===== src/rtl/pc_fetch_if.sv =====
// pc_fetch_if: instruction-memory request/response handshake between fetch and imem.
interface pc_fetch_if;
  logic        imem_req;
  logic [31:2] imem_addr;
  logic        imem_ready;
  logic [31:0] imem_rdata;
  modport master (output imem_req, imem_addr, input imem_ready, imem_rdata);
  modport slave (input imem_req, imem_addr, output imem_ready, imem_rdata);
endinterface


===== src/rtl/pc_fetch.sv =====
// pc_fetch: PC register and IF stage with stall/flush handling and multi-cycle imem latency.
module pc_fetch #(
  parameter logic [31:2] RESET_PC = 30'h00000C00
) (
  input  logic        clk,
  input  logic        rst_n,
  input  logic [31:2] NPC,
  input  logic        stallSignal,
  input  logic        flushSignal,
  pc_fetch_if.master  imem,
  output logic [31:2] PC,
  output logic [31:0] if_id_instr,
  output logic [31:2] if_id_pc,
  output logic        if_id_valid,
  output logic        fetchBusy
);
  typedef enum logic [1:0] {FETCH, HOLD, DISCARD} state_t;
  state_t state, nextState;
  logic [31:2] pendPc;
  logic [31:0] holdInstr;
  logic rdy, loadPc, usePend, loadPend, loadHold, loadIfId, clearValid;
  assign rdy = imem.imem_ready;
  always_ff @(posedge clk or negedge rst_n)
    if (!rst_n) state <= FETCH;
    else state <= nextState;
  always_comb begin
    nextState = state;
    unique case (state)
      FETCH:   nextState = flushSignal ? (rdy ? FETCH : DISCARD) : (rdy && stallSignal ? HOLD : FETCH);
      HOLD:    nextState = (flushSignal || !stallSignal) ? FETCH : HOLD;
      DISCARD: nextState = rdy ? FETCH : DISCARD;
      default: nextState = FETCH;
    endcase
  end
  // flush outranks stall everywhere; DISCARD ignores stall entirely
  always_comb begin
    imem.imem_req  = state != HOLD;
    imem.imem_addr = PC;
    fetchBusy      = state == DISCARD || (state == FETCH && !rdy);
    loadPc         = (state == FETCH && rdy && (flushSignal || !stallSignal))
                   || (state == HOLD && (flushSignal || !stallSignal))
                   || (state == DISCARD && rdy);
    usePend        = state == DISCARD && !flushSignal;
    loadPend       = flushSignal && !rdy && state != HOLD;
    loadHold       = state == FETCH && rdy && !flushSignal && stallSignal;
    loadIfId       = !flushSignal && !stallSignal && ((state == FETCH && rdy) || state == HOLD);
    clearValid     = flushSignal || state == DISCARD || (state == FETCH && !rdy && !stallSignal);
  end
  always_ff @(posedge clk or negedge rst_n)
    if (!rst_n) begin
      PC          <= RESET_PC;
      pendPc      <= '0;
      holdInstr   <= '0;
      if_id_instr <= '0;
      if_id_pc    <= '0;
      if_id_valid <= 1'b0;
    end else begin
      if (loadPc) PC <= usePend ? pendPc : NPC;
      if (loadPend) pendPc <= NPC;
      if (loadHold) holdInstr <= imem.imem_rdata;
      if (loadIfId) begin
        if_id_instr <= state == HOLD ? holdInstr : imem.imem_rdata;
        if_id_pc    <= PC;
      end
      if_id_valid <= loadIfId || (if_id_valid && !clearValid);
    end
endmodule

===== src/flat_wrapper.sv =====
// flat-port wrapper written by rule: the top's interface ports become plain ports
module pc_fetch_flat 
#(
  parameter logic [31:2] RESET_PC = 30'h00000C00
)
  (clk, rst_n, NPC, stallSignal, flushSignal, PC, if_id_instr, if_id_pc, if_id_valid, fetchBusy, imem_imem_req, imem_imem_addr, imem_imem_ready, imem_imem_rdata);
  pc_fetch_if imem_i ();
  input  logic clk;
  input  logic rst_n;
  input  logic [31:2] NPC;
  input  logic stallSignal;
  input  logic flushSignal;
  output logic [31:2] PC;
  output logic [31:0] if_id_instr;
  output logic [31:2] if_id_pc;
  output logic if_id_valid;
  output logic fetchBusy;
  output wire logic [$bits(imem_i.imem_req)-1:0] imem_imem_req;
  output wire logic [$bits(imem_i.imem_addr)-1:0] imem_imem_addr;
  input wire logic [$bits(imem_i.imem_ready)-1:0] imem_imem_ready;
  input wire logic [$bits(imem_i.imem_rdata)-1:0] imem_imem_rdata;
  assign imem_imem_req = imem_i.imem_req;
  assign imem_imem_addr = imem_i.imem_addr;
  assign imem_i.imem_ready = imem_imem_ready;
  assign imem_i.imem_rdata = imem_imem_rdata;
  pc_fetch #(.RESET_PC(RESET_PC)) u_core (.clk(clk), .rst_n(rst_n), .NPC(NPC), .stallSignal(stallSignal), .flushSignal(flushSignal), .imem(imem_i), .PC(PC), .if_id_instr(if_id_instr), .if_id_pc(if_id_pc), .if_id_valid(if_id_valid), .fetchBusy(fetchBusy));
endmodule

===== config.mk =====
export PLATFORM = sky130hd
export DESIGN_NAME = pc_fetch_flat
export DESIGN_NICKNAME = d
export VERILOG_FILES = /design/src/rtl/pc_fetch_if.sv /design/src/rtl/pc_fetch.sv /design/src/flat_wrapper.sv
export SDC_FILE = /design/constraint.sdc
export NUM_CORES = 1
export LEC_CHECK = 0
export BUFFER_PORTS_ARGS = -buffer_cell sky130_fd_sc_hd__clkbuf_2
export CAP_MARGIN = 30
export CORE_MARGIN = 8
export CORE_UTILIZATION = 55
export CTS_CLUSTER_SIZE = 25
export DETAILED_ROUTE_END_ITERATION = 16
export GPL_ROUTABILITY_DRIVEN = 0
export PLACE_DENSITY_LB_ADDON = 0.12
export SYNTH_ARGS = -nofsm -noshare
export SYNTH_HDL_FRONTEND = slang
export SYNTH_SLANG_ARGS = --single-unit

===== constraint.sdc =====
create_clock -name clk -period 5.1 [get_ports clk]
set_clock_uncertainty 0.2 [all_clocks]
set_input_delay 0.255 -clock clk [delete_from_list [all_inputs] [get_ports clk]]
set_output_delay 0.255 -clock clk [all_outputs]
set_load 0.02 [all_outputs]

==> results.sh, run 1 <==
export IMPL_status="finished clean"
export IMPL_antenna_cells=0
export IMPL_worstPathArrival_ns=2.91
export IMPL_wl_per_cell_um=17.9
export IMPL_worst_path_max_delay_cell="nor3b_2"
export IMPL_track_usage_pct=20.1
export IMPL_cts_htree_levels=4
export IMPL_cts_root_buf="clkbuf_16"
export IMPL_worst_slew_pin_slew_ns=0.993
export IMPL_timing_final_crit_share_pct=55.3
export IMPL_first_iter_violations=172
export IMPL_crit_fanout=18
export IMPL_grt_setup_unrepaired="false"
export IMPL_drt_first_pass_iters=4
export IMPL_peakVddDrop_mv=0.272
export IMPL_clk_latency_ns=0.41
export IMPL_initial_core_util_pct=56.6
export IMPL_critical_path_class="flop to flop"
export IMPL_ys_async_sr_fraction_pct=100
export IMPL_yosysWarnings=0
export IMPL_synth_adder_area_share_pct=0
export IMPL_synth_cell_type_count=19
export IMPL_fill_cells=836
export IMPL_vias=4355
export IMPL_grt_first_pass_wirelength_um=25700
export IMPL_ant_nets=0
export IMPL_syn_num_nets=511
export IMPL_cts_resized=0
export IMPL_areaGrowthSynthToFinish_pct=31.8
export IMPL_timing_slew_headroom_pct=33.5
export IMPL_yosys_area_top_type="dfrtp_1"
export IMPL_grt_ovfl_total=0
export IMPL_synth_mux_area_share_pct=35.5
export IMPL_antenna_found_initial=0
export IMPL_worstPathCellList="nor3b_2 > buf_4 > mux2_2 > mux2_2"
export IMPL_drive_gt1_share_pct=64.1
export IMPL_row_count=40
export IMPL_final_util_pct=74.6
export IMPL_drv_slew=0
export IMPL_synthFlopType="dfrtp_1"
export IMPL_postCtsHoldBufs=66
export IMPL_drc_errors=0
export IMPL_synth_top_family_by_area="multiplexers"
export IMPL_required_ns=5.19
export IMPL_totalWireLength_um=15400
export IMPL_layout_min_cycle_time_ns=2.82
export IMPL_synthCells=444
export IMPL_grt_pass1_vias=5093
export IMPL_cts_setup_buffers=0
export IMPL_synth_seq_cells=157
export IMPL_path_clk_slew_ns=0.06
export IMPL_min_path_type="input pin to asynchronous set/reset pin"
export IMPL_synthXorXnorAreaFrac_pct=0
export IMPL_p_leak_nw=4.17
export IMPL_syn_area_mm2=0.00686
export IMPL_yosysTopAreaCellShare_pct=56.6
export IMPL_numCtsBuffers=17
export IMPL_r2r_cells=4
export IMPL_synth_area_leaders="dfrtp_1 (57%), mux2_2 (33%), buf_4 (3.3%), mux2_1 (2.0%), buf_2 (1.2%)"
export IMPL_io_pins=192
export IMPL_port_buffers=191
export IMPL_avgViaCountPerCell=5.08
export IMPL_detailedPlacementHpwl_um=10200
export IMPL_synth_edff_count=0
export IMPL_multi_input_area_mm2=0.00258
export IMPL_cap_violations=0
export IMPL_grt_start_max_net_pins=112
export IMPL_power_per_cell_area_mw_per_mm2=449
export IMPL_yosys_area_share_simple_pct=1.39
export IMPL_setup_slack_ns=2.28
export IMPL_hold_viol_final=0
export IMPL_cts_buffer_depth=2
export IMPL_cp_common_cell="mux2_2"
export IMPL_ff_latch_area_mm2=0.00393
export IMPL_ys_top_cells_by_count="mux2_2 (204), dfrtp_1 (155), buf_4 (30), buf_2 (16), mux2_1 (12)"
export IMPL_dpl_worst_slack_ns=2.23
export IMPL_yosysSeqAreaShare_pct=57.3
export IMPL_fmax_mhz=355
export IMPL_avgSynthCellArea_um2=15.4
export IMPL_critical_path_startpoint_type="flop"
export IMPL_die_x_um=128
export IMPL_synth_compound_area_share_pct=0.274
export IMPL_crit_path_end_kind="flop"
export IMPL_setup_tns_ns=0
export IMPL_die_area_mm2=0.0163
export IMPL_crit_path_max_incr_delay_ns=0.88
export IMPL_setup_violations=0
export IMPL_yosysMostFrequentCell="mux2_2"
export IMPL_die_height_um=128
export IMPL_cts_sinks=157
export IMPL_core_area_mm2=0.0121
export IMPL_nets=744
export IMPL_tritoncts="done"
==> routing by layer <==
metal	vias up	global-route usage [%]	wire [µm]
met5	-	0	0
met4	0	6.92	178
met3	11	6.03	923
met2	122	36.1	8050
met1	2207	22.0	6230
li1	2015	-	-
==> critical path, delay by kind of cell, from the launching register on <==
family        cells  cell delay [ns]
simple gates      1             0.88
mux               2             0.63
flops             1             0.57
buf+inv           1             0.42
==> area by class of cell <==
cell class                 instances  area share (%)
clock inverter                     6           0.609
multi-input combinational        233            28.6
timing repair buffer             266            19.1
sequential                       157            43.5
clock buffer                      26            5.86
tap                              168            2.33
inverter                           2          0.0831
==> per-stage QoR <==
step	power, mW	hold WS (ns)	std cells	area [µm²]
2_1_floorplan	2.46	-0.241	444	6860
3_3_place_gp	2.78	0.254	758	7750
3_5_place_dp	2.82	0.268	759	7770
4_1_cts	4.10	0.285	857	9010
5_1_grt	4.25	0.128	858	9040
6_report	4.06	0.106	858	9040
==> cells by family (layout without fill, tap and decap cells) <==
family	Yosys count	after routing
AOI/OAI and AO/OA	3	3
buffers and inverters	54	300
DFF	157	157
muxes	216	216
and+or+nand+nor	14	14
==> cell usage in the layout (no fill, tap or decap), types with 2 or more instances in the layout <==
cell type and count:
dlygate4sd3_1 66, mux2_2 204, nor3_1 2, clkbuf_8 7, dfrtp_1 155, inv_1 2, mux2_1 12, dfstp_2 2
buf_4 7, clkinv_2 5, a21oi_1 2, clkbuf_16 17, clkbuf_2 190, nor2_1 5, clkbuf_1 2
==> power by group <==
group | internal, mW | leakage [nW] | switching [mW] | total (mW)
combinational | 0.495 | 2.01 | 0.606 | 1.10
sequential | 1.55 | 1.86 | 0.182 | 1.74
clock | 0.759 | 0.296 | 0.462 | 1.22
==> path summary, 6_finish.rpt <==
| kind | start | end | slack (ns) |
|---|---|---|---|
| min in group clk | u_core.pendPc[22] | u_core.pendPc[22] | 0.29 |
| max in group asynchronous | rst_n | u_core.pendPc[16] | 3.64 |
| worst max register to register | u_core.state[1] | u_core.PC[18] | 2.28 |
| worst min-delay path | rst_n | u_core.if_id_pc[14] | 0.11 |
| worst max-delay path | u_core.state[1] | u_core.PC[18] | 2.28 |
| worst min register to register | u_core.pendPc[22] | u_core.pendPc[22] | 0.29 |
==> registers in the layout, indices dropped and copies added (netlist names) <==
| name | flops |
|---|---|
| u_core.PC | 30 |
| u_core.holdInstr | 32 |
| u_core.if_id_instr | 32 |
| u_core.if_id_pc | 30 |
| u_core.if_id_valid | 1 |
| u_core.pendPc | 30 |
| u_core.state | 2 |
No activity file was read; power rests on OpenSTA's default activity.
==> inputs of run 2 (changes only) <==
Settings changed: CORE_UTILIZATION 55 to 52.
Clock period 5.1 ns to 2.82 ns, I/O delays scaled along.
==> run 2 against run 1 <==
  * Core utilization decreased by 5.2 points
  * Via count increased by 1.0%
  * Die area increased by 5.0%
  * First-iteration DRC count decreased by 8.7%
  * Total power increased by 82%
  * Routed wire length decreased by 1.5%
  * Final area increased by 0.55%
  * Non-clock buffer count increased by 4
  * Critical path type unchanged
==> results.sh, run 2 (synthesis results as in run 1) <==
export IMPL_critical_path_class="flop to flop"
export IMPL_r2r_slack_ns=0.60
export IMPL_setup_tns_ns=0
export IMPL_avgViaCountPerCell=5.06
export IMPL_power_per_cell_area_mw_per_mm2=813
export IMPL_antenna_cells=0
export IMPL_core_area_mm2=0.0131
export IMPL_areaGrowthSynthToFinish_pct=32.5
export IMPL_setup_violations=0
export IMPL_peakVddDrop_mv=0.530
export IMPL_cts_buffer_depth=2
export IMPL_required_ns=2.91
export IMPL_timing_slew_headroom_pct=52.3
export IMPL_drv_slew=0
export IMPL_grt_ovfl_total=0
export IMPL_layout_commonest_cell="mux2_2"
export IMPL_io_pins=192
export IMPL_cap_violations=0
export IMPL_grt_start_max_net_pins=78
export IMPL_cp_common_cell="mux2_2"
export IMPL_status="finished clean"
export IMPL_worstPathArrival_ns=2.31
export IMPL_cts_root_buf="clkbuf_16"
export IMPL_vias=4400
export IMPL_die_x_um=131
export IMPL_cts_htree_levels=4
export IMPL_crit_fanout=30
export IMPL_track_usage_pct=18.6
export IMPL_cts_setup_buffers=0
export IMPL_clk_latency_ns=0.41
export IMPL_crit_path_max_incr_delay_ns=0.56
export IMPL_cts_sinks=157
export IMPL_hold_viol_final=0
export IMPL_worst_path_max_delay_cell="dfrtp_1"
export IMPL_p_int_mw=5.15
export IMPL_crit_path_end_kind="flop"
export IMPL_swShare_pct=30.3
export IMPL_ant_nets=0
export IMPL_nets=748
export IMPL_layout_min_cycle_time_ns=2.22
export IMPL_drc_errors=0
export IMPL_p_leak_nw=4.19
export IMPL_tritoncts="done"
export IMPL_detailedPlacementHpwl_um=10100
export IMPL_seqPwrFrac_pct=42.6
export IMPL_multi_input_area_mm2=0.00258
export IMPL_drt_first_pass_iters=4
export IMPL_die_height_um=131
export IMPL_timing_final_crit_share_pct=78.6
export IMPL_final_util_pct=69.5
export IMPL_worst_slew_pin_slew_ns=0.716
export IMPL_numCtsBuffers=17
export IMPL_final_cell_mix="mux2_2 (204), clkbuf_2 (190), dfrtp_1 (155), dlygate4sd3_1 (67), clkbuf_16 (17)"
export IMPL_antenna_found_initial=0
export IMPL_first_iter_violations=157
export IMPL_min_path_type="input pin to asynchronous set/reset pin"
export IMPL_grt_pass1_vias=4926
export IMPL_wl_per_cell_um=17.4
export IMPL_grt_first_pass_wirelength_um=24600
export IMPL_path_clk_slew_ns=0.06
export IMPL_grt_setup_unrepaired="false"
export IMPL_p_sw_mw=2.24
export IMPL_fmax_mhz=451
export IMPL_row_count=42
export IMPL_critPathBufInv=1
export IMPL_drive_gt1_share_pct=64.0
export IMPL_fill_cells=898
export IMPL_worstPathCellList="nor3b_2 > buf_4 > mux2_2 > mux2_2"
export IMPL_critical_path_startpoint_type="flop"
export IMPL_combinationalPowerShare_pct=26.8
export IMPL_port_buffers=191
export IMPL_cp_top_family="multiplexers"
export IMPL_totalWireLength_um=15200
export IMPL_clock_power_share_pct=30.6
export IMPL_ff_latch_area_mm2=0.00393
export IMPL_die_area_mm2=0.0171
export IMPL_top_regs="u_core.holdInstr (32), u_core.if_id_instr (32)"
export IMPL_initial_core_util_pct=52.4
-- run 2: cell count changes in the layout (fill, tap and decap cells not counted), sizes merged --
cell / previous run / this run
dlygate4sd3: 66 / 67
buf: 10 / 13
clkinv: 5 / 4
bufinv: 1 / 2
-- run 2: layout make-up --
cell class,instances,share of cell area (%)
Clock inverter,6,0.881
Clock buffer,26,5.71
Tap cell,176,2.42
Sequential cell,157,43.3
Multi-Input combinational cell,233,28.4
Inverter,2,0.0826
Timing Repair Buffer,270,19.2
-- run 2: metal layers --
layer  track usage [%]  share of wire (%)
met1              21.3                 41
met2              32.3                 52
met3              4.99                5.6
met4              7.63                1.7
met5                 0                  0
-- run 2: metrics by stage --
step	hold WS, ns	instances	worst slack [ns]	instance area (µm²)	total power [mW]
floorplan	-0.355	444	0.958	6860	4.45
CTS	0.159	870	0.590	9090	7.48
global placement	0.0185	771	0.684	7820	5.03
global route	0.206	870	0.519	9090	7.76
detailed placement	0.0255	771	0.612	7820	5.11
finish	0.128	870	0.603	9090	7.39
-- run 2: path summary, 6_finish.rpt --
path / cells after the start / to / start
worst max-delay path: 4 / u_core.PC[25] / u_core.state[1]
worst min-delay path: 2 / u_core.if_id_pc[22] / rst_n
worst max register to register: 4 / u_core.PC[25] / u_core.state[1]
worst min register to register: 1 / u_core.pendPc[14] / u_core.pendPc[14]
max in group asynchronous: 3 / u_core.if_id_instr[30] / rst_n
min in group clk: 1 / u_core.pendPc[14] / u_core.pendPc[14]
-- run 2: timing repair --
item | in CTS | in global routing
hold endpoints to repair | 201 | 0
resized for setup | 0 | 0
hold buffers | 67 | 0
-- run 2: power groups by stage --
stage	Clock [mW]	Combinational, mW	Sequential (mW)
floorplan	0	0.884	3.56
global placement	0	1.89	3.14
detailed placement	0	1.93	3.18
CTS	2.32	2.01	3.15
global route	2.42	2.11	3.23
finish	2.26	1.98	3.15
==> inputs of run 3 (changes only) <==
Settings changed: CORE_UTILIZATION 52 to 47.
Clock period 2.82 ns to 2 ns, I/O delays scaled along.
==> run 3 against run 2 <==
  * Final cell count increased by 1.8%
  * Sequential power increased by 41%
  * Flip-flop and latch count unchanged
  * Final area increased by 2.1%
  * Sequential share of layout area decreased by 0.87 points
  * Routed wire length decreased by 0.44%
  * Critical path depth unchanged
  * Die area increased by 9.3%
  * Clock power increased by 50%
  * Critical endpoint is now u_core.PC[4]
  * Highest routed layer unchanged
==> results.sh, run 3 (synthesis results as in run 1) <==
export IMPL_fmax_mhz=523
export IMPL_wl_per_cell_um=17.0
export IMPL_worstPathArrival_ns=2.02
export IMPL_port_buffers=191
export IMPL_path_clk_slew_ns=0.06
export IMPL_final_cell_mix="mux2_2 (204), clkbuf_2 (190), dfrtp_1 (153), dlygate4sd3_1 (67), clkbuf_16 (18)"
export IMPL_layout_min_cycle_time_ns=1.91
export IMPL_antenna_found_initial=0
export IMPL_antenna_cells=0
export IMPL_die_x_um=137
export IMPL_drv_slew=0
export IMPL_totalWireLength_um=15100
export IMPL_drive_gt1_share_pct=64.8
export IMPL_hold_viol_final=0
export IMPL_finish_instance_area_mm2=0.00928
export IMPL_numCtsBuffers=17
export IMPL_vias=4354
export IMPL_grt_first_pass_wirelength_um=24300
export IMPL_io_pins=192
export IMPL_dpl_worst_slack_ns=0.0333
export IMPL_timing_final_crit_share_pct=95.7
export IMPL_cap_violations=0
export IMPL_setup_violations=0
export IMPL_crit_path_end_kind="flop"
export IMPL_required_ns=2.10
export IMPL_grt_start_max_net_pins=52
export IMPL_track_usage_pct=16.6
export IMPL_fill_cells=1091
export IMPL_grt_ovfl_total=0
export IMPL_peakVddDrop_mv=0.751
export IMPL_cts_sinks=157
export IMPL_initial_core_util_pct=47.7
export IMPL_crit_fanout=12
export IMPL_nets=756
export IMPL_cts_buffer_depth=2
export IMPL_row_count=44
export IMPL_p_leak_nw=4.25
export IMPL_layout_commonest_cell="mux2_2"
export IMPL_areaGrowthSynthToFinish_pct=35.3
export IMPL_worstPathCellList="buf_4 > a221oi_4 > buf_4 > mux2_2"
export IMPL_worst_path_max_delay_cell="dfrtp_2"
export IMPL_ff_latch_area_mm2=0.00393
export IMPL_die_height_um=137
export IMPL_power_per_cell_area_mw_per_mm2=1150
export IMPL_timing_slew_headroom_pct=66.7
export IMPL_critical_path_startpoint_type="flop"
export IMPL_avgViaCountPerCell=4.91
export IMPL_cts_htree_levels=4
export IMPL_critical_path_class="flop to flop"
export IMPL_place_inst=783
export IMPL_cts_root_buf="clkbuf_16"
export IMPL_drc_errors=0
export IMPL_die_area_mm2=0.0187
export IMPL_first_iter_violations=140
export IMPL_crit_path_max_incr_delay_ns=0.47
export IMPL_ant_nets=0
export IMPL_detailedPlacementHpwl_um=10300
export IMPL_top_regs="u_core.holdInstr (32), u_core.if_id_instr (32)"
export IMPL_status="finished clean"
export IMPL_core_area_mm2=0.0144
export IMPL_worst_slew_pin_slew_ns=0.499
export IMPL_setup_slack_ns=0.0862
export IMPL_multi_input_area_mm2=0.00259
export IMPL_final_cells=886
export IMPL_r2r_start="u_core.state[0]"
export IMPL_clk_latency_ns=0.42
export IMPL_drt_first_pass_iters=4
export IMPL_min_path_type="input pin to asynchronous set/reset pin"
export IMPL_post_dp_cell_area_mm2=0.00793
export IMPL_critPathLaunch="u_core.state[0]"
export IMPL_grt_pass1_vias=4891
export IMPL_cp_common_cell="buf_4"
export IMPL_tritoncts="done"
-- run 3: cell types whose count changed in the layout (fill, tap and decap cells not counted) --
cell,delta
buf_12,+5
clkbuf_8,-4
clkinvlp_4,+4
bufinv_16,+2
dfrtp_1,-2
dfrtp_2,+2
buf_4,+1
buf_8,+1
clkbuf_1,-1
clkbuf_16,+1
clkinv_2,-1
nor3b_2,-1
nor3b_4,+1
-- run 3: layout make-up --
type | instances | share of cell area, %
tap | 184 | 2.48
sequential | 157 | 42.4
multi-input combinational | 233 | 27.9
inverter | 2 | 0.0809
timing repair buffer | 278 | 20.4
clock inverter | 11 | 1.78
clock buffer | 21 | 4.96
-- run 3: path summary, 6_finish.rpt --
check                                 endpoint  slack [ns]  cells after the start
setup reg to reg                  u_core.PC[4]        0.09                      4
hold / removal             u_core.if_id_pc[22]        0.02                      2
hold reg to reg               u_core.pendPc[9]        0.28                      1
max in group asynchronous        u_core.PC[13]        0.94                      3
min in group clk              u_core.pendPc[9]        0.26                      3
setup / recovery                  u_core.PC[4]        0.09                      4
-- run 3: per-layer routing --
layer  track usage (%)  part of all wire (%)
met1              20.4                    42
met2              26.9                    50
met3              4.77                   6.8
met4              6.82                   1.6
met5                 0                     0
-- run 3: timing repair --
action | CTS | global route
hold buffers | 67 | 0
setup buffers | 0 | 3
endpoints found under the setup margin | 0 | 88
endpoints found under the hold margin | 282 | 0
resized for setup | 0 | 6
-- run 3: per-stage QoR --
step	util, %	setup TNS, ns	hold slack (ns)	power [mW]
2_1_floorplan	-	0	-0.396	6.27
3_3_place_gp	55.2	0	-0.114	7.13
3_5_place_dp	55.2	0	-0.108	7.23
4_1_cts	64.2	0	0.0402	10.8
5_1_grt	64.6	-0.168	0.0633	11.2
6_report	64.6	0	0.0223	10.6
-- run 3: worst max-delay path: cells and delay by family (launching register included) --
family,cells,cell delay (ns)
AOI/OAI and AO/OA,1,0.32
buffers and inverters,2,0.44
DFF,1,0.47
muxes,1,0.36
-- run 3: report_power, final --
part	switching, mW	internal (mW)
Combinational	1.52	1.29
Clock	1.24	2.15
Sequential	0.463	3.96
